[src/rtl/sync_frame_pkg.sv]
// sync_frame_pkg
// Shared definitions for the sync-triggered frame capture block:
//   state_t        - capture FSM states
//   DATA_W_DEF     - default payload width
//   PARITY_ODD_DEF - default parity sense (0 = even)
package sync_frame_pkg;

  localparam int DATA_W_DEF     = 8;
  localparam bit PARITY_ODD_DEF = 1'b0;

  typedef enum logic [1:0] {
    IDLE   = 2'd0,
    DATA   = 2'd1,
    PARITY = 2'd2,
    STOP   = 2'd3
  } state_t;

endpackage

[src/rtl/sync_frame_capture_frame_out_reg.sv]
// frame_out_reg
// One-entry valid/ready holding register for captured frames.
// Ports:
//   clk, areset  - clock, asynchronous active-high reset
//   load         - a good frame is offered this cycle
//   data_in      - the offered frame
//   out_ready    - consumer accepts out_data this cycle
//   out_data     - held frame, stable until accepted
//   out_valid    - out_data holds an unaccepted frame
//   overrun      - one-cycle pulse: offered frame dropped because the
//                  register was full and not being drained
module frame_out_reg
  import sync_frame_pkg::*;
#(
  parameter int DATA_W = DATA_W_DEF
) (
  input  logic              clk,
  input  logic              areset,
  input  logic              load,
  input  logic [DATA_W-1:0] data_in,
  input  logic              out_ready,
  output logic [DATA_W-1:0] out_data,
  output logic              out_valid,
  output logic              overrun
);

  logic [DATA_W-1:0] data_reg;
  logic              valid_reg;
  logic              overrun_reg;
  logic              accept;

  assign accept = valid_reg && out_ready;

  always_ff @(posedge clk or posedge areset) begin
    if (areset) begin
      data_reg    <= '0;
      valid_reg   <= 1'b0;
      overrun_reg <= 1'b0;
    end else begin
      overrun_reg <= load && valid_reg && !out_ready;
      // A load is allowed when empty or when the held word leaves on
      // this same edge, so a full register can be refilled with no bubble.
      if (load && (!valid_reg || out_ready)) begin
        data_reg  <= data_in;
        valid_reg <= 1'b1;
      end else if (accept) begin
        valid_reg <= 1'b0;
      end
    end
  end

  assign out_data  = data_reg;
  assign out_valid = valid_reg;
  assign overrun   = overrun_reg;

endmodule

[src/rtl/sync_frame_capture.sv]
// sync_frame_capture
// Captures a DATA_W-bit LSB-first payload, a parity bit and a stop bit
// after each sync pulse from the upstream "101" detector, and presents
// good frames through a one-entry valid/ready output register.
// Ports:
//   clk, areset  - clock, asynchronous active-high reset
//   in           - serial bit stream (one bit per cycle)
//   sync         - high in the cycle whose `in` is payload bit 0
//   out_ready    - consumer accepts out_data
//   out_data     - captured payload, bit 0 = first bit received
//   out_valid    - out_data holds an unaccepted frame
//   busy         - frame capture in progress
//   frame_err    - one-cycle pulse: stop bit was 0
//   parity_err   - one-cycle pulse: parity mismatch with good stop bit
//   overrun      - one-cycle pulse: good frame dropped, output full
module sync_frame_capture
  import sync_frame_pkg::*;
#(
  parameter int DATA_W     = DATA_W_DEF,
  parameter bit PARITY_ODD = PARITY_ODD_DEF
) (
  input  logic              clk,
  input  logic              areset,
  input  logic              in,
  input  logic              sync,
  input  logic              out_ready,
  output logic [DATA_W-1:0] out_data,
  output logic              out_valid,
  output logic              busy,
  output logic              frame_err,
  output logic              parity_err,
  output logic              overrun
);

  localparam int CNT_W = $clog2(DATA_W);
  // Counter value while the final payload bit is being sampled: the
  // counter holds the index of the bit received on the previous cycle.
  localparam logic [CNT_W-1:0] LAST_CNT = CNT_W'(DATA_W - 2);

  state_t            state_reg, state_next;
  logic [CNT_W-1:0]  cnt_reg;
  logic [DATA_W-1:0] shift_reg;
  logic              par_reg;
  logic              frame_err_reg;
  logic              parity_err_reg;

  logic              shift_en;
  logic              stop_cycle;
  logic              load;

  // State register
  always_ff @(posedge clk or posedge areset) begin
    if (areset) begin
      state_reg <= IDLE;
    end else begin
      state_reg <= state_next;
    end
  end

  // Next-state logic; sync only matters in IDLE, there is no mid-frame
  // resynchronisation.
  always_comb begin
    state_next = state_reg;
    case (state_reg)
      IDLE:    if (sync) state_next = DATA;
      DATA:    if (cnt_reg == LAST_CNT) state_next = PARITY;
      PARITY:  state_next = STOP;
      STOP:    state_next = IDLE;
      default: state_next = IDLE;
    endcase
  end

  // Output / control decode
  always_comb begin
    busy       = (state_reg != IDLE);
    shift_en   = ((state_reg == IDLE) && sync) || (state_reg == DATA);
    stop_cycle = (state_reg == STOP);
    // par_reg already folds in the parity bit, so it must equal the
    // configured parity sense; stop bit is the live input.
    load       = stop_cycle && in && (par_reg == PARITY_ODD);
  end

  // Shift register, bit counter, parity accumulator and error pulses
  always_ff @(posedge clk or posedge areset) begin
    if (areset) begin
      cnt_reg        <= '0;
      shift_reg      <= '0;
      par_reg        <= 1'b0;
      frame_err_reg  <= 1'b0;
      parity_err_reg <= 1'b0;
    end else begin
      // Right shift with the new bit at the MSB: after DATA_W shifts the
      // first bit received ends up in bit 0.
      if (shift_en) begin
        shift_reg <= {in, shift_reg[DATA_W-1:1]};
      end
      if (state_reg == IDLE) begin
        cnt_reg <= '0;
        par_reg <= in;
      end else if (state_reg == DATA) begin
        cnt_reg <= cnt_reg + 1'b1;
        par_reg <= par_reg ^ in;
      end else if (state_reg == PARITY) begin
        par_reg <= par_reg ^ in;
      end
      frame_err_reg  <= stop_cycle && !in;
      parity_err_reg <= stop_cycle && in && (par_reg != PARITY_ODD);
    end
  end

  assign frame_err  = frame_err_reg;
  assign parity_err = parity_err_reg;

  frame_out_reg #(
    .DATA_W (DATA_W)
  ) u_out_reg (
    .clk       (clk),
    .areset    (areset),
    .load      (load),
    .data_in   (shift_reg),
    .out_ready (out_ready),
    .out_data  (out_data),
    .out_valid (out_valid),
    .overrun   (overrun)
  );

endmodule

[config.mk]
export PLATFORM = sky130hd
export DESIGN_NAME = sync_frame_capture
export DESIGN_NICKNAME = d
export VERILOG_FILES = /design/src/rtl/sync_frame_pkg.sv /design/src/rtl/sync_frame_capture_frame_out_reg.sv /design/src/rtl/sync_frame_capture.sv
export SDC_FILE = /design/constraint.sdc
export NUM_CORES = 1
export LEC_CHECK = 0
export CELL_PAD_IN_SITES_DETAIL_PLACEMENT = 0
export CELL_PAD_IN_SITES_GLOBAL_PLACEMENT = 1
export CORE_AREA = 2 2 67 53
export CTS_CLUSTER_SIZE = 24
export DETAILED_ROUTE_END_ITERATION = 10
export DIE_AREA = 0 0 69 55
export GPL_TIMING_DRIVEN = 0
export PLACE_DENSITY_LB_ADDON = 0.25
export SETUP_SLACK_MARGIN = 0.3
export SLEW_MARGIN = 20
export SYNTH_ARGS = -nofsm -noshare
export SYNTH_HDL_FRONTEND = slang
export SYNTH_SLANG_ARGS = --single-unit
[constraint.sdc]
create_clock -name clk -period 1.4 [get_ports clk]
set_input_delay 0.21 -clock clk [delete_from_list [all_inputs] [get_ports clk]]
set_output_delay 0.21 -clock clk [all_outputs]
set_load 0.01 [all_outputs]
**Yosys cells after proc, flatten, opt, wreduce, memory -nomap -nowiden**

Index checks and enable logic that the tools add are counted.

- Logic and storage cells: 48
- Flip-flop bits (word level): 26
- Input bits: 5
- Output and inout bits: 13

- Reductions and logical operators: 20
- Add/subtract/negate cells: 1
- Equality and inequality tests: 6
- Muxes and demuxes: 10
- Bitwise operators: 2

Operators by type and width:

| kind | count |
|---|---|
| logical AND 1 bit | 9 |
| case mux 2 bit (4 select lines) | 1 |
| 2-to-1 mux 3 bit | 2 |
| nonzero test 2 bit | 3 |
| 2-to-1 mux 1 bit | 5 |
| == test 2 bit (second input constant) | 2 |
| 2-to-1 mux 2 bit | 2 |
| != test 2 bit (second input constant) | 2 |
| adder 3 x 1 -> 3 bit (second input constant) | 1 |
| == test 3 bit (second input constant) | 1 |
| zero test 1 bit | 3 |
| nonzero test 3 bit | 1 |
| == test 2 x 1 -> 1 bit (second input constant) | 1 |
| zero test 2 bit | 1 |
| logical OR 1 bit | 2 |
| AND reduction 2 bit | 1 |
| inverter 1 bit | 1 |
| XOR 1 bit | 1 |

**Logic depth before layout (Yosys ltp)**

Gate-level depths: netlist of the first run.

- Depth after elaboration: 5
- Mapped depth: 5
- Depth with buffers taken out: 5

**Cells and area by module**

A second synthesis of the first run with hierarchy kept.

- Cells, all modules: 83
- Area, all modules: 1,173.6 um^2

By module, submodules not included:

| module | area an instance (um^2) | instances | cells each | seq. area each (um^2) |
|---|---|---|---|---|
| sync_frame_capture | 763.2 | 1 | 59 | 400.4 |
| frame_out_reg | 410.4 | 1 | 24 | 250.2 |

**Worst setup path after synthesis of the first run**

No wires, ideal clock.

- Kind: register to register
- From: register state_reg[0]
- To: register shift_reg[0]
- Slack: -0.042 ns
- Path buffers: 1
- Period minus slack after synthesis: 1.442 ns
- Required time: 1.272 ns
- Arrival: 1.315 ns
- Stages on the path, launching flop included: 6
- Setup time: 0.128 ns
- Cells stage by stage: dfrtp_1 > inv_1 > ha_1 > buf_6 > a21oi_4 > mux2_1

- Cells in the longest elaborated chain, start to end: 3
- Elaborated cells on any way between the ends: 4
- Those cells by class: eq/ne (1); reduce/logical (3)

Ends and longest elaborated chain:

| element | line | RTL |
|---|---|---|
| from (decl) | sync_frame_capture.sv:40 | `state_t state_reg, state_next;` |
| from (signal assigned) | sync_frame_capture.sv:56 | `state_reg <= state_next;` |
| zero test 2 bit | sync_frame_capture.sv:76 | `shift_en = ((state_reg == IDLE) && sync) \|\| (state_reg == DATA);` |
| logical AND 1 bit | sync_frame_capture.sv:76 |  |
| logical OR 1 bit * | sync_frame_capture.sv:76 |  |
| to (signal assigned) | sync_frame_capture.sv:95 | `shift_reg <= {in, shift_reg[DATA_W-1:1]};` |
| to (decl) | sync_frame_capture.sv:42 | `logic [DATA_W-1:0] shift_reg;` |

Mark *: on every way between the ends. The rest lies on a longest branch, timed or not.
A chain may end at the register's enable or synchronous reset.

**Worst setup path after layout of the first run**

- From: register state_reg[1]
- To: register shift_reg[0]

Same word-level chain as after synthesis.

==> impl_metrics.yaml, run 1 <==
critical_path:
  worst-setup-path-type: "flip-flop to flip-flop"
  cell_with_the_biggest_individual_delay_on_the_critical_path: "sky130_fd_sc_hd__dfrtp_1"
  critical_path_cell_count: 6
  crit_required_ns: 1.55
  startpoint_type: "flip-flop"
  cp_max_stage_delay_ns: 0.41
  critPathBufInv: 3
  cp_cell_sequence: "inv_2, ha_4, buf_6, a21oi_4, buf_12, mux2_4"
  worst-endpoint-arrival_ns: 1.65
  worst-r2r-cell-count: 6
  type_of_element_capturing_the_critical_path: "flip-flop"
  crit_family: "flip-flops"
  reg2reg_setup_slack_ns: -0.1
  critPathMaxFanout: 8
route:
  drtAntennaViolNets: 0
  drt-initial-drc-count: 17
  wl_per_cell_um: 13.6
  dr.pass1.iters: 2
  detailroute.via_count: 722
  drt_wl_total_um: 2170
  post_drt_via_cell_ratio: 4.51
  detailed_route_drc_error_count: 0
synth:
  ys.warnings.count: 0
  postSynthCellCount: 80
  synthDominantCellAreaShare_pct: 56.5
  ys.flop_type: "sky130_fd_sc_hd__dfrtp_1"
  number_of_enable_type_register_cells_in_the_synthesized_netlist: 0
  netlist_area_mm2: 0.00115
  synth.area.top_cells: "sky130_fd_sc_hd__dfrtp_1 57%, sky130_fd_sc_hd__mux2_4 12%, sky130_fd_sc_hd__mux2_1 7.8%, sky130_fd_sc_hd__ha_1 6.5%, sky130_fd_sc_hd__inv_1 2.6%"
  synth.net_count: 91
  synth-seq-area-share_pct: 56.5
  synth_cell_type_count: 21
  most_instantiated_library_cell_after_synthesis: "sky130_fd_sc_hd__dfrtp_1"
  synthesis.area_per_instance_um2: 14.4
  synth_seq_cells: 26
  netlist.top_cell.by_area: "sky130_fd_sc_hd__dfrtp_1"
  synthTopCellsByCount: "26 x sky130_fd_sc_hd__dfrtp_1, 9 x sky130_fd_sc_hd__mux2_4, 8 x sky130_fd_sc_hd__inv_1, 8 x sky130_fd_sc_hd__mux2_1, 6 x sky130_fd_sc_hd__ha_1"
  async_reset_ff_share_pct: 100
placed_design:
  port-buffer-count: 17
  dpl.hpwl_um: 1190
  place.detailed.instances: 137
  finalWeightedCongestion: 0.658
run_status:
  failing_checks: "setup timing"
  run_status: "complete, but fails checks"
global_route:
  grt_use_total_pct: 12.2
  grt_antenna_before_repair: 0
  global_route.overflow_total: 0
  first_global_vias: 743
  grt_pass1_wl_um: 3530
  grt_start_max_net_pins: 27
sta:
  max_freq_mhz: 667
  timing.setup.tns_ns: -1.43
  finalWorstSetupSlack_ns: -0.0990
  hold_violations_final: 0
  final-max-slew-violation-count: 0
  setup_viol: 19
  hold_slack_ns: 0.331
  max_slew.worst_pin.slew_ns: 0.562
  rsz0062_at_grt: "yes"
  slew-limit-headroom_pct: 62.4
  skew_ns: 0.00915
  shortest_clock_period_the_worst_path_allows_after_layout_ns: 1.50
  final_min_period_over_clock_period_pct: 107
min_path:
  timing.hold.worst.class: "input port to async pin"
die:
  die_w_um: 69
  io_pins: 18
  initial_utilization_pct: 36.5
  floorplan_die_height_um: 55
  core_area_mm2: 0.00315
  floorplan.rows: 18
  die_area_mm2: 0.00380
clocking:
  cts_root_buffer: "sky130_fd_sc_hd__clkbuf_8"
  cts_hold_buf: 0
  clk_latency_ns: 0.27
  max-clock-path-buffers: 2
  tritoncts: "done"
  tritoncts_num_sinks: 26
  h-tree-depth: 1
  cts_made_buffers: 3
  worst_setup_hold_path_clk_slew_ns: 0.09
final_layout:
  post_layout_nonfiller_instances: 160
  num-fill-cells: 281
  layout.nets: 132
  areaGrowthSynthToFinish_pct: 48.4
  drive_above_1_share_pct: 61.7
  antenna_cells_inserted: 0
power_and_ir_drop:
  powerDensity_mw_per_mm2: 2560
  ir_drop_worst_case_vdd_uv: 849
  total_leakage_power_nw: 0.827
run:
  drv_cap: 0
==> worst paths after layout <==
check | startpoint | to
min in group clk | u_out_reg.out_data[4] | u_out_reg.out_data[4]
worst max-delay path | state_reg[1] | shift_reg[0]
max in group asynchronous | areset | shift_reg[2]
worst min register to register | u_out_reg.out_data[4] | u_out_reg.out_data[4]
worst max register to register | state_reg[1] | shift_reg[0]
worst min-delay path | areset | state_reg[1]
==> final cells by class <==
cell class / instances / area [um^2] / share of cell area (%)
buffer: 2 / 22.5 / 1.32
clock buffer: 3 / 41.3 / 2.42
clock inverter: 1 / 30.0 / 1.76
inverter: 8 / 36.3 / 2.12
multi-input combinational: 44 / 574 / 33.6
sequential: 26 / 651 / 38.1
tap: 40 / 50.0 / 2.93
timing repair buffer: 36 / 303 / 17.7
==> worst register-to-register path, delay by kind of cell (launching register included) <==
kind	cells	cell delay [ns]
buffers and inverters	3	0.36
adders and majority gates	1	0.16
muxes	1	0.30
DFF	1	0.41
AOI/OAI and AO/OA	1	0.15
==> stage by stage <==
stage | setup slack, ns | cell area, um^2 | total power [mW] | utilization, %
after CTS | -0.0755 | 1600 | 3.95 | 50.8
after detailed placement | -0.287 | 1380 | 2.84 | 43.7
after global routing | -0.154 | 1710 | 4.67 | 54.2
final | -0.0990 | 1710 | 4.37 | 54.2
after floorplan | -0.0295 | 1160 | 2.33 | -
after global placement | -0.274 | 1380 | 2.80 | 43.7
==> placed cells by master (no fill, tap or decap), types with 2 or more instances in the layout <==
cell type                          n
sky130_fd_sc_hd__inv_1             4
sky130_fd_sc_hd__nor2_1            3
sky130_fd_sc_hd__clkbuf_8          3
sky130_fd_sc_hd__buf_4            10
sky130_fd_sc_hd__inv_2             2
sky130_fd_sc_hd__buf_2             5
sky130_fd_sc_hd__a21oi_4           2
sky130_fd_sc_hd__ha_4              3
sky130_fd_sc_hd__buf_6            12
sky130_fd_sc_hd__clkdlybuf4s50_1   4
sky130_fd_sc_hd__mux2_4           17
sky130_fd_sc_hd__ha_1              3
sky130_fd_sc_hd__clkbuf_2          6
sky130_fd_sc_hd__nand2_2           2
sky130_fd_sc_hd__dfrtp_1          26
==> power by group <==
group / switching (mW) / total (mW) / leakage (nW) / internal (mW)
combinational: 0.895 / 2.41 / 0.470 / 1.51
sequential: 0.248 / 1.35 / 0.322 / 1.10
clock: 0.232 / 0.614 / 0.0357 / 0.382
==> logic make-up (layout without fill, tap and decap cells) <==
group,count (synthesis),in the layout,synth area share [%]
DFF,26,26,56.5
AOI/OAI and AO/OA,7,7,6.20
and+or+nand+nor,12,12,5.11
adders and majority gates,6,6,6.52
buffers and inverters,10,50,4.57
muxes,17,17,19.6
xor gates and xnor gates,2,2,1.52
==> layer usage <==
layer / vias up / part of all wire [%] / GRT usage, %
li1: 349 / - / -
met1: 358 / 49 / 14.5
met2: 13 / 46 / 22.4
met3: 2 / 3.0 / 3.99
met4: 0 / 1.0 / 1.96
met5: - / 0 / 0
==> repair_timing <==
action / in CTS / in global routing
endpoints found under the setup margin: 61 / 34
pin swaps: 2 / 6
resized for setup: 55 / 29
setup buffers: 12 / 7
No activity file was read; power rests on OpenSTA's default activity.
==> run 2: changes to the inputs <==
GPL_TIMING_DRIVEN = not set   (was 0)
==> run 2 against run 1 <==
The run still ends with setup timing left. Non-clock buffer count grew 6. Sequential cell count did not move. Die area unchanged. Utilization shrank 1.5 points. Global-route usage increased by 0.27 points. First-iteration DRC count rose to 3.1 times the previous value. Cell count is 3.8% higher. Critical path depth unchanged. Total power fell by 8.5%. Clock power hardly changed. Fmax is 1.5% higher. Clock skew is 0.0065 ns lower. Critical endpoint is now u_out_reg.out_data[0]. Largest cell class unchanged. Largest power group unchanged.
==> impl_metrics.yaml, run 2 (same netlist as run 1, synthesis figures left out) <==
run_status:
  run_status: "complete, but fails checks"
  failing_checks: "setup timing"
clocking:
  max-clock-path-buffers: 2
  tritoncts_num_sinks: 26
  worst_setup_hold_path_clk_slew_ns: 0.09
  tritoncts: "done"
  cts_made_buffers: 3
  cts_hold_buf: 0
  h-tree-depth: 1
  clk_latency_ns: 0.27
  cts_root_buffer: "sky130_fd_sc_hd__clkbuf_8"
critical_path:
  worst-endpoint-arrival_ns: 1.63
  crit_required_ns: 1.56
  type_of_element_capturing_the_critical_path: "flip-flop"
  critical_path.reg2reg.startpoint: "state_reg[0]"
  reg2reg_setup_slack_ns: -0.08
  worst-setup-path-type: "flip-flop to flip-flop"
  worstSetupStartpoint: "state_reg[0]"
  startpoint_type: "flip-flop"
  critPathMaxFanout: 8
die:
  initial_utilization_pct: 36.5
  die_w_um: 69
  floorplan_die_height_um: 55
  floorplan.rows: 18
  core_area_mm2: 0.00315
  io_pins: 18
  die_area_mm2: 0.00380
sta:
  shortest_clock_period_the_worst_path_allows_after_layout_ns: 1.48
  skew_ns: 0.00267
  max_slew.worst_pin.slew_ns: 0.332
  max_freq_mhz: 677
  hold_violations_final: 0
  rsz0062_at_grt: "yes"
  final_min_period_over_clock_period_pct: 105
  setup_viol: 18
  finalWorstSetupSlack_ns: -0.0762
  slew-limit-headroom_pct: 77.8
  final-max-slew-violation-count: 0
route:
  dr.pass1.iters: 5
  drt-initial-drc-count: 52
  wl_per_cell_um: 12.6
  detailroute.via_count: 721
  drt_wl_total_um: 2090
  post_drt_via_cell_ratio: 4.34
  drtAntennaViolNets: 0
  detailed_route_drc_error_count: 0
final_layout:
  layout.cells.most_common: "sky130_fd_sc_hd__dfrtp_1"
  drive_above_1_share_pct: 54.0
  most-common-layout-cells: "26 x sky130_fd_sc_hd__dfrtp_1, 19 x sky130_fd_sc_hd__buf_4, 10 x sky130_fd_sc_hd__mux2_4"
  fin_util_pct: 52.7
  areaGrowthSynthToFinish_pct: 44.2
  layout.nets: 138
  final_design_area_excluding_fillers_mm2: 0.00166
  post_layout_nonfiller_instances: 166
  antenna_cells_inserted: 0
placed_design:
  place.detailed.instances: 145
  dpl.hpwl_um: 1370
  port-buffer-count: 17
  placedInstanceArea_mm2: 0.00144
  finalWeightedCongestion: 0.702
run:
  drv_cap: 0
global_route:
  first_global_vias: 709
  grt_antenna_before_repair: 0
  grt_pass1_wl_um: 3460
  grt_use_total_pct: 12.4
  grt_start_max_net_pins: 27
  global_route.overflow_total: 0
power_and_ir_drop:
  powerDensity_mw_per_mm2: 2410
  ir_drop_worst_case_vdd_uv: 1100
  total_leakage_power_nw: 0.813
min_path:
  timing.hold.worst.class: "input port to async pin"
[run 2: changes by cell type in the layout (fill, tap and decap cells not counted), moves of 2 or more]
cell / previous run / this run
sky130_fd_sc_hd__buf_6: 12 / 7
sky130_fd_sc_hd__buf_4: 10 / 19
sky130_fd_sc_hd__mux2_4: 17 / 10
sky130_fd_sc_hd__buf_2: 5 / 7
sky130_fd_sc_hd__mux2_1: 0 / 7
[run 2: worst max-delay path, stage by stage (launching register included)]
cell and delay [ns]:
sky130_fd_sc_hd__dfrtp_1 0.38, sky130_fd_sc_hd__buf_6 0.12, sky130_fd_sc_hd__ha_4 0.13, sky130_fd_sc_hd__nand3b_1 0.11
sky130_fd_sc_hd__nor2b_2 0.17, sky130_fd_sc_hd__buf_12 0.15, sky130_fd_sc_hd__mux2_4 0.30
[run 2: power by group]
group	switching, mW	internal [mW]
clock network	0.229	0.382
registers	0.244	1.10
logic	0.770	1.27
total	1.24	2.76
[run 2: layout make-up]
cell class	count	area, um^2
Sequential cell	26	651
Inverter	8	35.0
Multi-Input combinational cell	44	492
Fill cell	284	1490
Clock inverter	1	30.0
Timing Repair Buffer	44	362
Clock buffer	3	41.3
Tap cell	40	50.0
[run 2: routing by layer]
| layer | share of wire, % | routed length, um | track usage (%) | vias to the layer above |
|---|---|---|---|---|
| li1 | - | - | - | 358 |
| met1 | 50 | 1050 | 16.5 | 348 |
| met2 | 45 | 941 | 19.2 | 13 |
| met3 | 4.1 | 85 | 4.53 | 2 |
| met4 | 0.77 | 16 | 3.92 | 0 |
| met5 | 0 | 0 | 0 | - |
[run 2: repair_timing]
item | CTS | global route
setup buffers | 14 | 3
endpoints found under the hold margin | 0 | 0
pin swaps | 6 | 1
endpoints found under the setup margin | 35 | 32
resized for setup | 57 | 10
[run 2: stage by stage]
step | setup slack (ns) | TNS, ns | hold WS, ns | power (mW)
after floorplan | -0.0295 | -0.235 | 0.250 | 2.33
after global placement | -0.144 | -1.96 | 0.488 | 2.94
after detailed placement | -0.170 | -2.26 | 0.504 | 2.97
after CTS | -0.0858 | -1.04 | 0.289 | 3.94
after global routing | -0.169 | -2.24 | 0.340 | 4.29
final | -0.0762 | -0.939 | 0.286 | 4.00
[run 2: worst paths after layout]
check                                             end  depth (start not counted)
max in group asynchronous       u_out_reg.out_data[0]                          3
worst min register to register           shift_reg[2]                          1
worst max-delay path            u_out_reg.out_data[0]                          6
worst max register to register  u_out_reg.out_data[0]                          6
min in group clk                         shift_reg[2]                          1
worst min-delay path                     state_reg[1]                          3
